==> config.mk <==
export PLATFORM = sky130hd
export DESIGN_NAME = play_scheduler
export DESIGN_NICKNAME = d
export VERILOG_FILES = /design/src/rtl/play_scheduler.sv
export SDC_FILE = /design/constraint.sdc
export NUM_CORES = 1
export LEC_CHECK = 0
export CAP_MARGIN = 30
export CORE_MARGIN = 4
export CORE_UTILIZATION = 30
export CTS_BUF_LIST = sky130_fd_sc_hd__clkbuf_8
export DETAILED_ROUTE_END_ITERATION = 8
export GPL_TIMING_DRIVEN = 0
export PLACE_DENSITY = 0.53
export SLEW_MARGIN = 20
export SYNTH_ARGS = -nofsm -noshare
export SYNTH_HDL_FRONTEND = slang
export SYNTH_SLANG_ARGS = --single-unit
==> constraint.sdc <==
create_clock -name i_clk -period 2.7 [get_ports i_clk]
set_clock_uncertainty 0.15 [all_clocks]
set_input_delay 0.54 -clock i_clk [delete_from_list [all_inputs] [get_ports i_clk]]
set_output_delay 0.54 -clock i_clk [all_outputs]
set_load 0.02 [all_outputs]
==> src/rtl/play_scheduler.sv <==
// play_scheduler: turns decoded command bytes into track/volume changes for
// the mp3 engine. Every track switch is muted, switched, then restored, each
// step waiting on the engine's req/ack handshake with a timeout fallback.
//
// state   | meaning
// --------+----------------------------------------------------------
// IDLE    | waiting for a command or a pending end-of-file advance
// EXEC    | decode the latched command byte (one cycle)
// VOL     | write {att,att} to the engine after a volume command
// MUTE    | write the mute word before switching tracks
// SWITCH  | num takes the pending track, request an engine restart
// RESTORE | write {att,att} back after the switch
module play_scheduler #(
  parameter logic [7:0]  INIT_ATT    = 8'h20,
  parameter logic [7:0]  VOL_STEP    = 8'h10,
  parameter logic [7:0]  MAX_ATT     = 8'hF0,
  parameter int          LOOP_ALL    = 1,
  parameter logic [23:0] ACK_TIMEOUT = 24'd10_000_000
) (
  input  logic        i_clk,
  input  logic        i_init,
  input  logic [7:0]  i_cmd_byte,
  input  logic        i_cmd_valid,
  output logic        o_cmd_ready,
  input  logic        i_track_done,
  output logic [1:0]  o_num,
  output logic [15:0] o_volume,
  output logic        o_paused,
  output logic        o_vol_req,
  input  logic        i_vol_ack,
  output logic        o_trk_req,
  input  logic        i_trk_ack,
  output logic        o_err
);

  localparam logic [2:0] S_IDLE    = 3'd0;
  localparam logic [2:0] S_EXEC    = 3'd1;
  localparam logic [2:0] S_VOL     = 3'd2;
  localparam logic [2:0] S_MUTE    = 3'd3;
  localparam logic [2:0] S_SWITCH  = 3'd4;
  localparam logic [2:0] S_RESTORE = 3'd5;

  localparam logic [15:0] MUTE_WORD = 16'hFEFE;

  logic [2:0]  r_state;
  logic [7:0]  r_cmd;
  logic [1:0]  r_num;
  logic [1:0]  r_pend_trk;
  logic [7:0]  r_att;
  logic [15:0] r_volume;
  logic        r_paused;
  logic        r_vol_req;
  logic        r_trk_req;
  logic        r_err;
  logic        r_done_pend;
  logic [23:0] r_cnt;

  logic        w_req;
  logic        w_ack;
  logic        w_cnt_end;
  logic        w_adv;
  logic        w_tmo;
  logic [7:0]  w_att_up;
  logic [7:0]  w_att_dn;
  logic [8:0]  w_att_sum;
  logic        w_is_trk;
  logic [1:0]  w_tgt;

  // Handshake bookkeeping and command decode helpers.
  always_comb begin
    w_req     = r_vol_req | r_trk_req;
    w_ack     = (r_state == S_SWITCH) ? i_trk_ack : i_vol_ack;
    w_cnt_end = (r_cnt == ACK_TIMEOUT - 24'd1);
    // An ack seen before req is up is ignored because w_req gates both paths.
    w_adv     = w_req & (w_ack | w_cnt_end);
    w_tmo     = w_req & ~w_ack & w_cnt_end;
    w_att_up  = (r_att >= VOL_STEP) ? (r_att - VOL_STEP) : 8'h00;
    w_att_sum = {1'b0, r_att} + {1'b0, VOL_STEP};
    w_att_dn  = (w_att_sum > {1'b0, MAX_ATT}) ? MAX_ATT : w_att_sum[7:0];
    w_is_trk  = (r_cmd == 8'h02) || (r_cmd == 8'h03) || (r_cmd[7:2] == 6'b000100);
    w_tgt     = r_cmd[1:0];
    if (r_cmd == 8'h02) begin
      w_tgt = r_num + 2'd1;
    end else if (r_cmd == 8'h03) begin
      w_tgt = r_num - 2'd1;
    end
  end

  // Sequencer state, owned playback settings and engine requests.
  always_ff @(posedge i_clk) begin
    if (i_init) begin
      r_state     <= S_IDLE;
      r_cmd       <= 8'h00;
      r_num       <= 2'd0;
      r_pend_trk  <= 2'd0;
      r_att       <= INIT_ATT;
      r_volume    <= {INIT_ATT, INIT_ATT};
      r_paused    <= 1'b0;
      r_vol_req   <= 1'b0;
      r_trk_req   <= 1'b0;
      r_err       <= 1'b0;
      r_done_pend <= 1'b0;
      r_cnt       <= 24'd0;
    end else begin
      case (r_state)
        S_IDLE: begin
          if (i_cmd_valid) begin
            r_cmd   <= i_cmd_byte;
            r_state <= S_EXEC;
          end else if (r_done_pend && !r_paused) begin
            r_done_pend <= 1'b0;
            if (LOOP_ALL == 0 && r_num == 2'd3) begin
              r_paused <= 1'b1;
            end else begin
              r_pend_trk <= r_num + 2'd1;
              r_cnt      <= 24'd0;
              r_state    <= S_MUTE;
            end
          end
        end
        S_EXEC: begin
          r_cnt <= 24'd0;
          if (r_cmd == 8'h01) begin
            r_paused <= ~r_paused;
            r_state  <= S_IDLE;
          end else if (r_cmd == 8'h04) begin
            r_att   <= w_att_up;
            r_state <= S_VOL;
          end else if (r_cmd == 8'h05) begin
            r_att   <= w_att_dn;
            r_state <= S_VOL;
          end else if (w_is_trk && (w_tgt != r_num)) begin
            r_pend_trk <= w_tgt;
            r_state    <= S_MUTE;
          end else begin
            r_state <= S_IDLE;
          end
        end
        S_VOL, S_MUTE, S_SWITCH, S_RESTORE: begin
          if (!w_req) begin
            // Entry cycle: present the data, raise req on the next edge.
            if (r_state == S_SWITCH) begin
              r_trk_req <= 1'b1;
            end else begin
              r_vol_req <= 1'b1;
              r_volume  <= (r_state == S_MUTE) ? MUTE_WORD : {r_att, r_att};
            end
          end else begin
            r_cnt <= r_cnt + 24'd1;
            if (w_adv) begin
              r_vol_req <= 1'b0;
              r_trk_req <= 1'b0;
              r_cnt     <= 24'd0;
              if (w_tmo) begin
                r_err <= 1'b1;
              end
              case (r_state)
                S_MUTE: begin
                  r_num   <= r_pend_trk;
                  r_state <= S_SWITCH;
                end
                S_SWITCH: r_state <= S_RESTORE;
                default:  r_state <= S_IDLE;
              endcase
            end
          end
        end
        default: r_state <= S_IDLE;
      endcase
      // Placed last so an end-of-file pulse is never dropped by a clear above.
      if (i_track_done) begin
        r_done_pend <= 1'b1;
      end
    end
  end

  assign o_cmd_ready = (r_state == S_IDLE);
  assign o_num       = r_num;
  assign o_volume    = r_volume;
  assign o_paused    = r_paused;
  assign o_vol_req   = r_vol_req;
  assign o_trk_req   = r_trk_req;
  assign o_err       = r_err;

endmodule

Word-level counts from Yosys, hierarchy flattened
Cells that the tools add are included.
- $add $sub $neg: 5
- $lt $le $gt $ge: 2
- equal/unequal tests: 25
- muxes and demuxes: 39
- bitwise gates (word level): 10
- reductions and logical operators: 25
- operators with widths (operator ; number):
    24-bit two-way mux ; 4
    24-bit one-hot mux with 3 select lines ; 1
    8-bit two-way mux ; 4
    24-bit by 1-bit adder with 24-bit output (second input constant) ; 1
    24-bit == test (second input constant) ; 1
    2-bit two-way mux ; 12
    3-bit AND reduction ; 6
    8-bit by 2-bit == test with 1-bit output (second input constant) ; 2
    8-bit by 3-bit == test with 1-bit output (second input constant) ; 2
    16-bit two-way mux ; 1
    2-bit inequality test (second input constant) ; 8
    3-bit two-way mux ; 4
    4-bit AND reduction ; 3
    1-bit two-way mux ; 10
    2-bit nonzero test ; 5
    8-bit by 5-bit adder with 9-bit output (second input constant) ; 1
    9-bit by 8-bit > comparator with 1-bit output (second input constant) ; 1
    3-bit one-hot mux with 3 select lines ; 1
    8-bit by 1-bit == test with 1-bit output (second input constant) ; 1
    8-bit by 5-bit greater-or-equal comparator with 1-bit output (second input constant) ; 1
    8-bit by 5-bit subtractor with 8-bit output (second input constant) ; 1
    7-bit AND reduction ; 1
    3-bit by 2-bit == test with 1-bit output (second input constant) ; 2
    3-bit == test (second input constant) ; 2
    19 further kinds ; 31
- flip-flop bits (word level): 68
- bits of input ports: 14
- output and inout bits: 23
- word-level logic and storage cells: 118

Depth between registers and ports, before layout
- depth after elaboration: 10
- gate-level depth with buffers: 7
- gate-level depth less buffers: 7

Worst setup path after synthesis
Ideal clock, no wire load.
- path type: input -> register
- start point: in i_cmd_valid
- end point: reg r_cnt[19]
- library setup time: 0.070 ns
- data arrival time: 1.783 ns
- required time: 2.480 ns
- slack: 0.697 ns
- cell stages on the path: 5
- path buffers: 0
- path through: nor3b_1 -> o221a_2 -> nand4b_1 -> or3_1 -> a21oi_1
- cells in the longest elaborated chain, start to end: 2
- RTL lines (item ; RTL line ; RTL):
    from (decl) ; 23 ; input logic i_cmd_valid,
    2-bit inequality test (no source line) ; - ;
    4-bit AND reduction (no source line) ; - ;
    to (signal assigned) ; 149 ; r_cnt <= r_cnt + 24'd1;
    to (decl) ; 56 ; logic [23:0] r_cnt;
No other way between the ends.
A chain may end at the register's enable or synchronous reset.

Worst setup path after layout
- start point: reg r_state[0]
- end point: out o_cmd_ready
- cells in the longest elaborated chain, start to end: 1
- RTL lines (item ; RTL line ; RTL):
    from (decl) ; 45 ; logic [2:0] r_state;
    from (signal assigned) ; 92 ; r_state <= S_IDLE;
    from (signal assigned) ; 109 ; r_state <= S_EXEC;
    from (signal assigned) ; 117 ; r_state <= S_MUTE;
    3-bit logical NOT ; 177 ; assign o_cmd_ready = (r_state == S_IDLE);
    to (decl) ; 24 ; output logic o_cmd_ready,
No other way between the ends.

==> reports/metrics.yaml <==
hold_viol_final: 0
antenna_left: 0
tns_ns: 0
crit_slowest_cell: "or3_1"
dp_hpwl_mm: 5.21
yosys_warnings: 0
intPower_mw: 1.53
syn_area_per_cell_um2: 8.13
ys.flop_type: "dfxtp_1"
critPathTopFamily: "buffers and inverters"
utilization_pct: 37.6
portBuffers: 36
crit_path_start_kind: "flip-flop"
netlist_instances: 357
area_growth_pct: 20.9
yosys.area.top_type: "dfxtp_1"
start_util_pct: 31.1
critPathArrivalTime_ns: 1.74
vias_per_cell: 4.91
fin_nets: 418
swShare_pct: 40.5
pre_cts_slack_ns: -0.161
path_clk_slew_ns: 0.10
grt_pass1_vias: 2318
cts_buffer_depth: 2
grt_max_degree: 16
drcViolationCount: 0
crit_buf_inv: 3
end_kind: "primary output"
seq_area_frac_synth_pct: 37.3
pwr-share-comb_pct: 46.1
wl_mm: 6.84
critical_path_class: "reg -> out"
antenna_cells: 0
layout-drive-gt1-share_pct: 9.75
syn_nets: 375
power_density_nw_per_um2: 733
seq_power_share_pct: 37.0
synth.ff_latch_count: 54
cts_max_level: 2
cts_hold_buf: 0
dieArea_um2: 11300
overflow: 0
min_path_type: "reg -> reg"
synthArstFlopShare_pct: 0
gp_congestion: 0.816
grt_pass1_wl_mm: 11.4
cp_cell_sequence: "buf_2 > or3_1 > inv_1 > dlygate4sd2_1"
worst_ep_required_time_ns: 2.01
dr.pass1.iters: 4
wl_per_cell_um: 12.9
p_clk_share_pct: 16.9
cts_buffers: 5
io_pins: 37
cts.sinks: 54
rows: 35
timing.hold.ws_ns: 0.328
synthTopCellsByArea: "dfxtp_1 (37%), nand2_1 (5.2%), nor2_1 (4.9%)"
cp_max_fo: 10
dr_total_vias: 2598
max_stage_delay_ns: 0.46
die_w_um: 106
cap_viol_max_count: 0
setup_ws_ns: 0.265
yosysUniqueCellTypes: 60
fmax_mhz: 411
synth_top_area_share_pct: 37.3
worst_pin_slew_ns: 0.590
setup_viol: 0
min_period_ns: 2.43
relSlewSlack_pct: 60.7
synth_edf_count: 0
maxSlewViolCount: 0
die_h_um: 106
grt_antenna_before_repair: 0
core_area_um2: 9330
vdd_drop_max_mv: 0.346
grt_usage_pct: 12.2
status: "finished, final reports clean"
clock_latency_ns: 0.30
timing.final.crit_share_pct: 90.2
syn_area_um2: 2900
cts_tree: "yes"
p_leak_nw: 1.20
cts_root_buf: "clkbuf_8"
power.switching_mw: 1.04
first_iter_violations: 75
rsz0062_at_grt: "no"
[area by class of cell]
| class | count | area, µm² |
|---|---|---|
| Sequential cell | 54 | 1080 |
| Timing Repair Buffer | 36 | 359 |
| Inverter | 12 | 45.0 |
| Tap cell | 129 | 161 |
| Buffer | 25 | 160 |
| Multi-Input combinational cell | 266 | 1620 |
| Clock inverter | 2 | 11.3 |
| Clock buffer | 5 | 68.8 |
| Fill cell | 984 | 5820 |
[layer usage]
metal	vias to the layer above	global-route usage (%)	wire length (µm)
li1	1353	-	-
met2	42	20.6	3300
met1	1196	16.1	3160
met4	0	2.59	89
met3	7	2.31	287
met5	-	0	0
[flip-flops by register name (all words and copies together), names as in the netlist]
signal,count
r_cmd,8
o_paused,1
r_att,4
o_volume,6
o_err,1
o_num,2
o_vol_req,1
r_state,3
r_done_pend,1
r_cnt,24
o_trk_req,1
r_pend_trk,2
[timing repair]
item                       in CTS  in global routing
setup endpoints to repair       1                  9
resized for setup               1                  1
setup buffers                   0                  0
cloned                          0                  0
hold endpoints to repair        0                  0
[cell usage in the layout (no fill, tap or decap), types with 6 or more instances in the layout]
cell type	instances
o21ai_0	16
xnor2_1	9
mux2i_1	6
xor2_1	8
nand2_1	40
nand3_1	11
a21oi_1	27
buf_4	10
or3_1	9
dfxtp_1	54
buf_2	6
nand2b_1	7
clkdlybuf4s50_1	35
nor2_1	38
nand4_1	8
nor3_1	8
inv_1	13
[power groups by stage]
stage | clock network, mW | logic (mW) | registers (mW)
finish | 0.435 | 1.19 | 0.951
global route | 0.495 | 1.31 | 0.969
CTS | 0.461 | 1.20 | 0.952
detailed placement | 0 | 1.20 | 0.971
global placement | 0 | 1.21 | 0.969
floorplan | 0 | 0.795 | 0.996
[stage by stage]
stage / std cells / power [mW] / area, µm²
final: 529 / 2.57 / 3510
after global routing: 529 / 2.77 / 3510
after CTS: 529 / 2.61 / 3500
after detailed placement: 522 / 2.18 / 3420
after global placement: 522 / 2.17 / 3420
after floorplan: 357 / 1.79 / 2900
[worst reg2reg max path, cell delays in order (launching register included)]
cell and delay, ns:
dfxtp_1 0.41, ha_1 0.22, nand4_1 0.23, nor4_1 0.47, a211oi_2 0.20, o21ai_2 0.24
buf_2 0.25, nor2_1 0.07
[synthesized netlist by cell type, types with 8 or more instances]
library cell,count
nand2_1,40
a21oi_1,27
inv_1,12
xor2_1,8
buf_4,10
o21ai_0,16
nand4_1,8
nor2_1,38
or3_1,9
nand3_1,11
nor3_1,8
xnor2_1,9
dfxtp_1,54
[cell families (layout without fill, tap and decap cells)]
group           Yosys count  count (layout)  share of synthesized area [%]
mux                       6               6                           2.07
compound gates           79              79                           17.1
buf+inv                  37              80                           7.07
xor+xnor                 18              18                           5.69
fa+ha+maj                 4               4                           1.72
simple gates            159             159                           29.1
flops                    54              54                           37.3
[final timing paths]
path	end	slack, ns	depth (start not counted)	start
min	r_cmd[7]	0.33	2	r_cmd[7]
min reg2reg	r_cmd[7]	0.33	2	r_cmd[7]
max reg2reg	r_cnt[4]	0.33	7	r_cnt[0]
max	o_cmd_ready	0.27	4	r_state[0]
Note: power is estimated with default switching activity, not from simulation.
